## src/rtl/sc_rx_port_dispatcher_if.sv

```systemverilog
// SIE receive-port bundle plus the two client handshakes (getPacket, rxMonitor).
// slave = dispatcher view, master = driver/observer view.
interface sc_rx_port_dispatcher_if;
  logic [7:0] SCRxPortData;
  logic [7:0] SCRxPortCntl;
  logic       SCRxPortRdy;
  logic       getPacketReq;
  logic       getPacketAck;
  logic       rxMonReq;
  logic       rxMonAck;
  logic       getPacketGnt;
  logic       rxMonGnt;
  logic [7:0] getPacketData;
  logic [7:0] getPacketCntl;
  logic       getPacketValid;
  logic [7:0] rxMonData;
  logic [7:0] rxMonCntl;
  logic       rxMonValid;
  logic       rxOverflow;
  logic [7:0] rxDropCount;

  modport slave (
    input  SCRxPortData, SCRxPortCntl, SCRxPortRdy,
    input  getPacketReq, getPacketAck, rxMonReq, rxMonAck,
    output getPacketGnt, rxMonGnt,
    output getPacketData, getPacketCntl, getPacketValid,
    output rxMonData, rxMonCntl, rxMonValid,
    output rxOverflow, rxDropCount
  );

  modport master (
    output SCRxPortData, SCRxPortCntl, SCRxPortRdy,
    output getPacketReq, getPacketAck, rxMonReq, rxMonAck,
    input  getPacketGnt, rxMonGnt,
    input  getPacketData, getPacketCntl, getPacketValid,
    input  rxMonData, rxMonCntl, rxMonValid,
    input  rxOverflow, rxDropCount
  );
endinterface

```

## src/rtl/sc_rx_port_dispatcher.sv

```systemverilog
// RX port dispatcher: buffers SIE bytes in a small FIFO and serves one granted owner (getPacket first).
// Byte visible one cycle after its strobe; strobes with no owner or a full FIFO are dropped and counted.
module sc_rx_port_dispatcher #(
  parameter int FIFO_DEPTH = 4,
  parameter int PTR_W      = 2
) (
  input logic                   clk,
  input logic                   rst,
  sc_rx_port_dispatcher_if.slave bus
);

  typedef enum logic [1:0] {START, IDLE, GP_OWN, MON_OWN} state_e;

  localparam logic [PTR_W:0] DEPTH_C = (PTR_W+1)'(FIFO_DEPTH);

  state_e           state_q, state_d;
  logic             gp_gnt_q, gp_gnt_d;
  logic             mon_gnt_q, mon_gnt_d;
  logic             flush;
  logic [PTR_W-1:0] rd_ptr_q, wr_ptr_q;
  logic [PTR_W:0]   count_q;
  logic [15:0]      mem_q [FIFO_DEPTH];
  logic             ovf_q;
  logic [7:0]       drop_cnt_q;

  logic        empty, full, owner_req;
  logic        gp_vld, mon_vld, push, pop, drop;
  logic [15:0] head;

  always_comb begin
    state_d   = state_q;
    gp_gnt_d  = gp_gnt_q;
    mon_gnt_d = mon_gnt_q;
    flush     = 1'b0;
    case (state_q)
      START: state_d = IDLE;
      IDLE: begin
        if (bus.getPacketReq) begin
          state_d  = GP_OWN;
          gp_gnt_d = 1'b1;
        end else if (bus.rxMonReq) begin
          state_d   = MON_OWN;
          mon_gnt_d = 1'b1;
        end
      end
      GP_OWN: begin
        if (!bus.getPacketReq) begin
          state_d  = IDLE;
          gp_gnt_d = 1'b0;
          flush    = 1'b1;
        end
      end
      MON_OWN: begin
        if (!bus.rxMonReq) begin
          state_d   = IDLE;
          mon_gnt_d = 1'b0;
          flush     = 1'b1;
        end
      end
      default: begin
        state_d   = START;
        gp_gnt_d  = 1'b0;
        mon_gnt_d = 1'b0;
      end
    endcase
  end

  // Release cycle has the owner's request low, so it never pushes: the strobe is dropped.
  assign owner_req = ((state_q == GP_OWN) && bus.getPacketReq) ||
                     ((state_q == MON_OWN) && bus.rxMonReq);
  assign empty     = (count_q == '0);
  assign full      = (count_q == DEPTH_C);
  assign gp_vld    = gp_gnt_q & ~empty;
  assign mon_vld   = mon_gnt_q & ~empty;
  assign pop       = (gp_vld & bus.getPacketAck) | (mon_vld & bus.rxMonAck);
  assign push      = bus.SCRxPortRdy & owner_req & (~full | pop);
  assign drop      = bus.SCRxPortRdy & ~push;
  assign head      = empty ? 16'h0000 : mem_q[rd_ptr_q];

  assign bus.getPacketGnt   = gp_gnt_q;
  assign bus.rxMonGnt       = mon_gnt_q;
  assign bus.getPacketValid = gp_vld;
  assign bus.rxMonValid     = mon_vld;
  assign bus.getPacketData  = gp_gnt_q  ? head[7:0]  : 8'h00;
  assign bus.getPacketCntl  = gp_gnt_q  ? head[15:8] : 8'h00;
  assign bus.rxMonData      = mon_gnt_q ? head[7:0]  : 8'h00;
  assign bus.rxMonCntl      = mon_gnt_q ? head[15:8] : 8'h00;
  assign bus.rxOverflow     = ovf_q;
  assign bus.rxDropCount    = drop_cnt_q;

  always_ff @(posedge clk) begin
    if (rst) begin
      state_q    <= START;
      gp_gnt_q   <= 1'b0;
      mon_gnt_q  <= 1'b0;
      rd_ptr_q   <= '0;
      wr_ptr_q   <= '0;
      count_q    <= '0;
      ovf_q      <= 1'b0;
      drop_cnt_q <= 8'h00;
    end else begin
      state_q   <= state_d;
      gp_gnt_q  <= gp_gnt_d;
      mon_gnt_q <= mon_gnt_d;
      ovf_q     <= drop;
      if (drop && (drop_cnt_q != 8'hFF)) drop_cnt_q <= drop_cnt_q + 8'h01;
      if (flush) begin
        rd_ptr_q <= '0;
        wr_ptr_q <= '0;
        count_q  <= '0;
      end else begin
        if (push) wr_ptr_q <= wr_ptr_q + PTR_W'(1);
        if (pop)  rd_ptr_q <= rd_ptr_q + PTR_W'(1);
        case ({push, pop})
          2'b10:   count_q <= count_q + (PTR_W+1)'(1);
          2'b01:   count_q <= count_q - (PTR_W+1)'(1);
          default: count_q <= count_q;
        endcase
      end
    end
  end

  always_ff @(posedge clk) begin
    if (push) mem_q[wr_ptr_q] <= {bus.SCRxPortCntl, bus.SCRxPortData};
  end

endmodule

```

## src/flat_wrapper.sv

```systemverilog
// flat-port wrapper written by rule: the top's interface ports become plain ports
module sc_rx_port_dispatcher_flat 
#(
  parameter int FIFO_DEPTH = 4,
  parameter int PTR_W      = 2
)
  (clk, rst, bus_SCRxPortData, bus_SCRxPortCntl, bus_SCRxPortRdy, bus_getPacketReq, bus_getPacketAck, bus_rxMonReq, bus_rxMonAck, bus_getPacketGnt, bus_rxMonGnt, bus_getPacketData, bus_getPacketCntl, bus_getPacketValid, bus_rxMonData, bus_rxMonCntl, bus_rxMonValid, bus_rxOverflow, bus_rxDropCount);
  sc_rx_port_dispatcher_if bus_i ();
  input logic clk;
  input logic rst;
  input wire logic [$bits(bus_i.SCRxPortData)-1:0] bus_SCRxPortData;
  input wire logic [$bits(bus_i.SCRxPortCntl)-1:0] bus_SCRxPortCntl;
  input wire logic [$bits(bus_i.SCRxPortRdy)-1:0] bus_SCRxPortRdy;
  input wire logic [$bits(bus_i.getPacketReq)-1:0] bus_getPacketReq;
  input wire logic [$bits(bus_i.getPacketAck)-1:0] bus_getPacketAck;
  input wire logic [$bits(bus_i.rxMonReq)-1:0] bus_rxMonReq;
  input wire logic [$bits(bus_i.rxMonAck)-1:0] bus_rxMonAck;
  output wire logic [$bits(bus_i.getPacketGnt)-1:0] bus_getPacketGnt;
  output wire logic [$bits(bus_i.rxMonGnt)-1:0] bus_rxMonGnt;
  output wire logic [$bits(bus_i.getPacketData)-1:0] bus_getPacketData;
  output wire logic [$bits(bus_i.getPacketCntl)-1:0] bus_getPacketCntl;
  output wire logic [$bits(bus_i.getPacketValid)-1:0] bus_getPacketValid;
  output wire logic [$bits(bus_i.rxMonData)-1:0] bus_rxMonData;
  output wire logic [$bits(bus_i.rxMonCntl)-1:0] bus_rxMonCntl;
  output wire logic [$bits(bus_i.rxMonValid)-1:0] bus_rxMonValid;
  output wire logic [$bits(bus_i.rxOverflow)-1:0] bus_rxOverflow;
  output wire logic [$bits(bus_i.rxDropCount)-1:0] bus_rxDropCount;
  assign bus_i.SCRxPortData = bus_SCRxPortData;
  assign bus_i.SCRxPortCntl = bus_SCRxPortCntl;
  assign bus_i.SCRxPortRdy = bus_SCRxPortRdy;
  assign bus_i.getPacketReq = bus_getPacketReq;
  assign bus_i.getPacketAck = bus_getPacketAck;
  assign bus_i.rxMonReq = bus_rxMonReq;
  assign bus_i.rxMonAck = bus_rxMonAck;
  assign bus_getPacketGnt = bus_i.getPacketGnt;
  assign bus_rxMonGnt = bus_i.rxMonGnt;
  assign bus_getPacketData = bus_i.getPacketData;
  assign bus_getPacketCntl = bus_i.getPacketCntl;
  assign bus_getPacketValid = bus_i.getPacketValid;
  assign bus_rxMonData = bus_i.rxMonData;
  assign bus_rxMonCntl = bus_i.rxMonCntl;
  assign bus_rxMonValid = bus_i.rxMonValid;
  assign bus_rxOverflow = bus_i.rxOverflow;
  assign bus_rxDropCount = bus_i.rxDropCount;
  sc_rx_port_dispatcher #(.FIFO_DEPTH(FIFO_DEPTH), .PTR_W(PTR_W)) u_core (.clk(clk), .rst(rst), .bus(bus_i));
endmodule
```

## config.mk

```make
export PLATFORM = sky130hd
export DESIGN_NAME = sc_rx_port_dispatcher_flat
export DESIGN_NICKNAME = d
export VERILOG_FILES = /design/src/rtl/sc_rx_port_dispatcher_if.sv /design/src/rtl/sc_rx_port_dispatcher.sv /design/src/flat_wrapper.sv
export SDC_FILE = /design/constraint.sdc
export NUM_CORES = 1
export LEC_CHECK = 0
export ABC_AREA = 1
export BUFFER_PORTS_ARGS = -buffer_cell sky130_fd_sc_hd__buf_2
export CORE_ASPECT_RATIO = 2
export CORE_MARGIN = 1
export CORE_UTILIZATION = 40
export DETAILED_ROUTE_END_ITERATION = 12
export SETUP_SLACK_MARGIN = 0.1
export SYNTH_ARGS = -nofsm -noshare
export SYNTH_HDL_FRONTEND = slang
export SYNTH_SLANG_ARGS = --single-unit
```

## constraint.sdc

```tcl
create_clock -name clk -period 1.9 [get_ports clk]
set_clock_uncertainty 0.05 [all_clocks]
set_input_delay 0 -clock clk [delete_from_list [all_inputs] [get_ports clk]]
set_output_delay 0 -clock clk [all_outputs]
set_load 0.05 [all_outputs]
```

### Word-level counts from Yosys, hierarchy flattened

Memory sizes are Yosys's and may differ from the RTL's. A register that Yosys moved wholly into a read port is not among the register bits.
Index checks and enable logic that the tools add are counted.

| cells by class | value |
|---|---|
| $add $sub $neg | 5 |
| bitwise logic cells | 12 |
| mux-type cells | 25 |
| equal/unequal tests | 13 |
| reductions and logical operators | 13 |

Operators by type and width:

| cell | count |
|---|---|
| 8-bit two-way mux | 4 |
| 16-bit two-way mux | 1 |
| 2-bit two-way mux | 6 |
| 2-bit inequality test (second input constant) | 5 |
| 1-bit two-way mux | 9 |
| 8-bit by 1-bit adder with 8-bit output (second input constant) | 1 |
| 8-bit inequality test (second input constant) | 1 |
| 2-bit one-hot mux with 4 select lines | 1 |
| 1-bit AND | 7 |
| 2-bit equality test (second input constant) | 3 |
| 1-bit one-hot mux with 2 select lines | 3 |
| 3-bit one-hot mux with 2 select lines | 1 |
| 3-bit AND reduction | 2 |
| 2-bit nonzero test | 3 |
| 2-bit by 1-bit adder with 2-bit output (second input constant) | 2 |
| 2-bit by 1-bit equality test with 1-bit output (second input constant) | 2 |
| 4-bit AND reduction | 1 |
| 3-bit by 1-bit adder with 3-bit output (second input constant) | 1 |
| 3-bit equality test (second input constant) | 1 |
| 1-bit logical AND | 3 |
| 3-bit logical NOT | 1 |
| 3-bit inequality test (second input constant) | 1 |
| 1-bit inverter | 3 |
| 3-bit by 1-bit subtractor with 3-bit output (second input constant) | 1 |
| 4 further kinds | 5 |

| word-level totals | value |
|---|---|
| memories | 1 |
| RAM bits | 64 |
| word-level logic and storage cells | 77 |
| flip-flop bits (word level) | 20 |

Memory list:

| memory | depth | bits a word | read ports | clocked after memory_dff | write ports | line | RTL |
|---|---|---|---|---|---|---|---|
| u_core.mem_q | 4 | 16 | 1 | 1 | 1 | sc_rx_port_dispatcher.sv:22 | `logic [15:0] mem_q [FIFO_DEPTH];` |

### Logic depth before layout (Yosys ltp)

| depth | value |
|---|---|
| depth in word-level cells | 10 |
| depth in mapped cells | 13 |
| gate-level depth less buffers | 12 |

### Least setup slack after synthesis

No wires, ideal clock.

| timing | value |
|---|---|
| path kind | reg2reg |
| from | register u_core.gp_gnt_q (netlist: u_core.bus.getPacketGnt) |
| to | memory u_core.mem_q[0][0], enable pin |
| path slack | -429 ps |
| required time | 1461 ps |
| path buffers | 1 |
| arrival time | 1891 ps |
| cell stages (with the launch flop) | 6 |
| clock period less this slack | 2329 ps |
| cells stage by stage | dfxtp_1 > nand3_1 > nand3_2 > nand2_4 > buf_6 > nor2_1 |

| between the ends | value |
|---|---|
| word-level cells in the longest chain between the ends | 7 |

RTL lines:

| element | line | RTL |
|---|---|---|
| from (decl) | sc_rx_port_dispatcher.sv:17 | `logic gp_gnt_q, gp_gnt_d;` |
| from (signal assigned) | sc_rx_port_dispatcher.sv:103 | `gp_gnt_q <= gp_gnt_d;` |
| 1-bit AND | sc_rx_port_dispatcher.sv:73 | `assign gp_vld = gp_gnt_q & ~empty;` |
| 1-bit AND | sc_rx_port_dispatcher.sv:75 | `assign pop = (gp_vld & bus.getPacketAck) \| (mon_vld & bus.rxMonAck);` |
| 1-bit bitwise OR | sc_rx_port_dispatcher.sv:75 |  |
| 1-bit bitwise OR | sc_rx_port_dispatcher.sv:76 | `assign push = bus.SCRxPortRdy & owner_req & (~full \| pop);` |
| 1-bit AND | sc_rx_port_dispatcher.sv:76 |  |
| 1-bit two-way mux | sc_rx_port_dispatcher.sv:124 | `if (push) mem_q[wr_ptr_q] <= {bus.SCRxPortCntl, bus.SCRxPortData};` |
| 1-bit two-way mux (not written as such) | sc_rx_port_dispatcher.sv:124 |  |
| to (decl) | sc_rx_port_dispatcher.sv:22 |  |

No other way between the ends.

### Worst setup path in the final report

| timing | value |
|---|---|
| from | register u_core.count_q[1] |
| to | register u_core.count_q[1] |

| between the ends | value |
|---|---|
| word-level cells in the longest chain between the ends | 9 |
| elaborated cells on any way between the ends | 17 |
| those cells by class | add/sub (2); eq/ne (3); mux (1); bitwise (9); reduce/logical (2) |

RTL lines:

| element | line | RTL |
|---|---|---|
| from (decl) | sc_rx_port_dispatcher.sv:21 | `logic [PTR_W:0] count_q;` |
| from (signal assigned) | sc_rx_port_dispatcher.sv:115 | `2'b10: count_q <= count_q + (PTR_W+1)'(1);` |
| from (signal assigned) | sc_rx_port_dispatcher.sv:116 | `2'b01: count_q <= count_q - (PTR_W+1)'(1);` |
| from (signal assigned) | sc_rx_port_dispatcher.sv:117 | `default: count_q <= count_q;` |
| 3-bit logical NOT | sc_rx_port_dispatcher.sv:71 | `assign empty = (count_q == '0);` |
| 1-bit inverter | sc_rx_port_dispatcher.sv:73, sc_rx_port_dispatcher.sv:74 |  |
| 1-bit AND, on equally long branches | sc_rx_port_dispatcher.sv:73, sc_rx_port_dispatcher.sv:74 |  |
| 1-bit AND | sc_rx_port_dispatcher.sv:75 |  |
| 1-bit bitwise OR | sc_rx_port_dispatcher.sv:75 |  |
| 1-bit bitwise OR | sc_rx_port_dispatcher.sv:76 |  |
| 1-bit AND | sc_rx_port_dispatcher.sv:76 |  |
| 2-bit by 1-bit equality test with 1-bit output / 2-bit equality test (equally long branches) | sc_rx_port_dispatcher.sv:114 | `case ({push, pop})` |
| 3-bit one-hot mux with 2 select lines / 2-bit nonzero test (equally long branches) | -- |  |

Parallel ways exist; a longest one is shown, timed or not.
A chain may end at the register's enable or synchronous reset.

==> results.md <==
- Across every metal layer, demand over resource in global routing totals 0.172.
- The final route contains 2,852 vias.
- Routed signal wires occupy layers up through met4.
- In this run the static leakage power is ~2.1 nW.
- The type of the most critical hold path is in2reg.
- STA puts the critical path data arrival time at 2100 ps.
- After detailed routing, the number of remaining DRC violations is 0.
- The count of nets left with antenna violations once routing finished came out at 0.
- The worst slack after detailed placement is a little over 30 ps.
- The number of violations reported at the end of detailed-routing iteration 0 is 190.
- The number of max-slew violations in the final report is 0.
- At the later pin of the worst-skew pair, clock insertion delay measures between 300 and 400 ps.
- Summed over all nets, wire length on met3 after detailed routing comes to roughly 290 µm.
- For this design, the slowest cell found on the critical path is sky130_fd_sc_hd__fa_2.
- The share of total power in combinational logic is 0.075.
- The number of distinct library cells after synthesis is 30.
- The average vias per placed instance is 5.07.
- The clock tree buffer depth is 2.
- The worst setup path is captured at a flip-flop.
- The vertical extent of the die is 138 µm.
- Setup repair after global routing could not meet its margin everywhere.
- The flip-flop and latch count after synthesis is 86.
- The repair_antennas step left the layout with diodes totalling 0.
- The first global-routing pass estimated 12,900 µm of wire.
- The commonest register cell after synthesis is sky130_fd_sc_hd__edfxtp_1.
- The transition time at the pin with the least slew margin is 345 ps.
- The clock period minus final worst setup slack is a little under 2000 ps.
- The internal power of the cells totals about 3.2 mW.
- The clock-pin slew on the worst setup and hold paths is about 60 ps.
- The signal on the critical path passes through nor3_2, nand3_4, nand2_4, ha_4, inv_2, fa_2, nor2_2, a21oi_2, nor2_1.
- Setup violations remaining at the end of the flow were counted as 2.
- The flow ran to the end, but the final reports show violations.
- The worst-case IR drop observed on VDD is ~0.5 mV.
- The TritonCTS sink count is 86.
- The maximum fanout along the worst path is 4.
- In this run, synthesis inferred 64 flip-flops with an integrated enable.
- The power density over the cells is about 800 nW/µm².
- The post-synthesis net count is between 300 and 400.
- Of the total power, the clock network draws 0.422.
- By area the synthesized netlist is led by sky130_fd_sc_hd__edfxtp_1, sky130_fd_sc_hd__dfxtp_1, sky130_fd_sc_hd__nand2_1.
- The global route total overflow is 0.
- The checks that failed: negative setup slack.
- The number of global-route vias before repair is between 2,000 and 3,000.
- The wire length the detailed router placed on met1 is slightly above 3000 µm.
- The first detailed-routing pass took 4 iterations.
- The row count is around 50.
- The share of the cycle needed by the critical path after routing is 1.01.
- The setup slack after layout is -27.8 ps.
- From synthesis to final layout, the design area changed by 35.3%.
- The hold violation count in the final report is 0.
- The initial antenna violation count is 0.
- STA puts the critical path data required time at a little over 2000 ps.
- The proportion of layout cells with a drive suffix above 1 is 0.297.
- The switching power summed over all nets is just over 900 µW.
- During synthesis, Yosys emitted a total of 0 warnings.
- Detailed routing placed a total of between 4000 and 5000 µm of wire on met2.
- The die area is 9710 µm².
- The congestion estimate from routability-driven global placement came to a little over 0.7.
- The largest area contributor in the netlist is sky130_fd_sc_hd__edfxtp_1.
- The clock root buffer master is sky130_fd_sc_hd__clkbuf_16.
- The H-tree generated during clock tree synthesis spans 3 levels.
- The number of cells on the worst reg-to-reg path is 9.
- The initial core utilization is 0.413.
- Of the total power, the share spent switching nets is 0.220.
- The number of clock buffers inserted by TritonCTS is 9.
- The sum of negative setup slack is -43.8 ps.
- The final layout net count is about 500.
- The fill cell instance count of the final layout is slightly below 800.
- The die width is around 70 µm.
- The clock tree from TritonCTS is built.
- A synthesized cell averages about 11 µm².
- The launching element type of the critical path is a flip-flop.
- After detailed routing, the total wire length is roughly 8600 µm.
- The pin count of the biggest net entering global routing is 33.
- Input and output buffers added on the ports amount to 67.
- The number of cells on the worst hold path is 3.
- The share of synthesized area occupied by flip-flops and latches is 0.635.
- The fraction of synthesis flops using an asynchronous set or reset pin is 0.
- The number of violations of the max-capacitance limit is 0.
- The HPWL after detailed placement is approximately 5400 µm.
- Measured against its own limit, the worst slew margin works out to 0.770.
- The post-synthesis instance total is between 300 and 400.
- The largest single stage delay on the critical path is roughly 540 ps.
- The critical path is of the reg2reg type.
- The sequential share of power is 0.503.
- The standard cell core area is approximately 9000 µm².
- The area of the mapped netlist is approximately 3700 µm².
- Of the post-synthesis cell area, the dominant cell type holds 0.517.
- The timing-limited maximum frequency is approximately 0.52 GHz.
- In this run the count of I/O pins placed on the die edge is between 60 and 70.
- The wire length per cell is 15.3 µm.
## Yosys cell counts, drive strengths merged (3+ instances only)
cell / instances
nor2: 56
o21ai: 5
nand4: 4
dfxtp: 22
nand3: 16
a32o: 16
buf: 10
inv: 30
nand2: 79
ha: 6
a21oi: 28
nor3: 3
edfxtp: 64
xor2: 3
clkbuf: 4
## through the flow
step                      cell area (µm²)  std cells  hold WS [ps]  utilization  power [mW]
after global placement               4290        522           162        0.476        2.37
after global routing                 5030        563          43.0        0.558        4.26
after detailed placement             4290        522           168        0.476        2.38
after floorplan                      3760        354          11.7            -        2.28
final                                5030        563          32.4        0.558        4.12
after CTS                            4820        559          7.06        0.535        4.15
## metal layers
layer  vias to the layer above  track usage
li1                       1416            -
met1                      1349        0.174
met2                        75        0.328
met3                        12       0.0364
met4                         0       0.0747
met5                         -            0
## final cells by class
type / count / area [µm²] / area share
Sequential cell: 86 / 2370 / 0.472
Multi-Input combinational cell: 223 / 1280 / 0.254
Timing Repair Buffer: 105 / 836 / 0.166
Clock buffer: 11 / 243 / 0.0482
Tap cell: 102 / 128 / 0.0254
Inverter: 31 / 116 / 0.0231
Clock inverter: 5 / 58.8 / 0.0117
## critical path, delay by kind of cell, from the launching register on
kind                     cells  cell delay, ps
buffers and inverters        1              50
flip-flops                   1             370
adder cells (fa/ha/maj)      2             660
AND/OR/NAND/NOR              5             580
AO/OA/AOI/OAI                1             100
## registers in the layout, summed over array words and instances, names as in the netlist, named ones only
register	flops
u_core.rd_ptr_q	2
u_core.count_q	3
u_core.bus.rxDropCount	8
u_core.wr_ptr_q	2
u_core.bus.rxMonGnt	1
u_core.mem_q	64
u_core.state_q	2
u_core.bus.getPacketGnt	1
u_core.bus.rxOverflow	1
## path summary, 6_finish.rpt
check	startpoint	to	slack, ps
hold reg to reg	u_core.bus.getPacketGnt	u_core.bus.getPacketGnt	460
setup / recovery	u_core.count_q[1]	u_core.count_q[1]	-30
hold / removal	bus_rxMonReq	u_core.state_q[1]	30
setup reg to reg	u_core.count_q[1]	u_core.count_q[1]	-30
## cell usage in the layout, fill, tap and decap left out, types with 3 or more instances in the layout
cell and instances:
sky130_fd_sc_hd__buf_12 4, sky130_fd_sc_hd__nand3_4 4, sky130_fd_sc_hd__buf_8 3, sky130_fd_sc_hd__a21oi_1 26, sky130_fd_sc_hd__o21ai_0 3, sky130_fd_sc_hd__nand3_1 11, sky130_fd_sc_hd__dlygate4sd3_1 19, sky130_fd_sc_hd__nand2_1 74
sky130_fd_sc_hd__dfxtp_1 16, sky130_fd_sc_hd__xor2_1 3, sky130_fd_sc_hd__nor2_1 47, sky130_fd_sc_hd__buf_4 17, sky130_fd_sc_hd__nor2_2 7, sky130_fd_sc_hd__buf_2 57, sky130_fd_sc_hd__dfxtp_2 4, sky130_fd_sc_hd__nand4_1 3
sky130_fd_sc_hd__edfxtp_1 64, sky130_fd_sc_hd__inv_1 28, sky130_fd_sc_hd__ha_1 5, sky130_fd_sc_hd__a32o_1 16, sky130_fd_sc_hd__clkbuf_16 13, sky130_fd_sc_hd__nand2_4 3
## logic make-up after synthesis
family | Yosys count | synth area share
buf+inv | 45 | 0.0521
compound gates | 51 | 0.0922
fa+ha+maj | 7 | 0.0256
flops | 86 | 0.635
simple gates | 161 | 0.186
xor+xnor | 4 | 0.00942
## repair_timing
action | 4_1_cts | 5_1_grt
setup endpoints to repair | 15 | 77
pin swaps | 3 | 9
buffers inserted | 2 | 1
gates cloned | 0 | 4
hold buffers | 19 | 0
gates resized for setup | 7 | 39
endpoints found under the hold margin | 69 | 0
## power groups by stage
stage	Clock [mW]	Combinational [mW]	Sequential (mW)
floorplan	0	0.122	2.16
global placement	0	0.257	2.11
detailed placement	0	0.262	2.11
CTS	1.77	0.298	2.07
global route	1.85	0.336	2.08
finish	1.74	0.308	2.08
No activity file was read; power rests on OpenSTA's default activity.
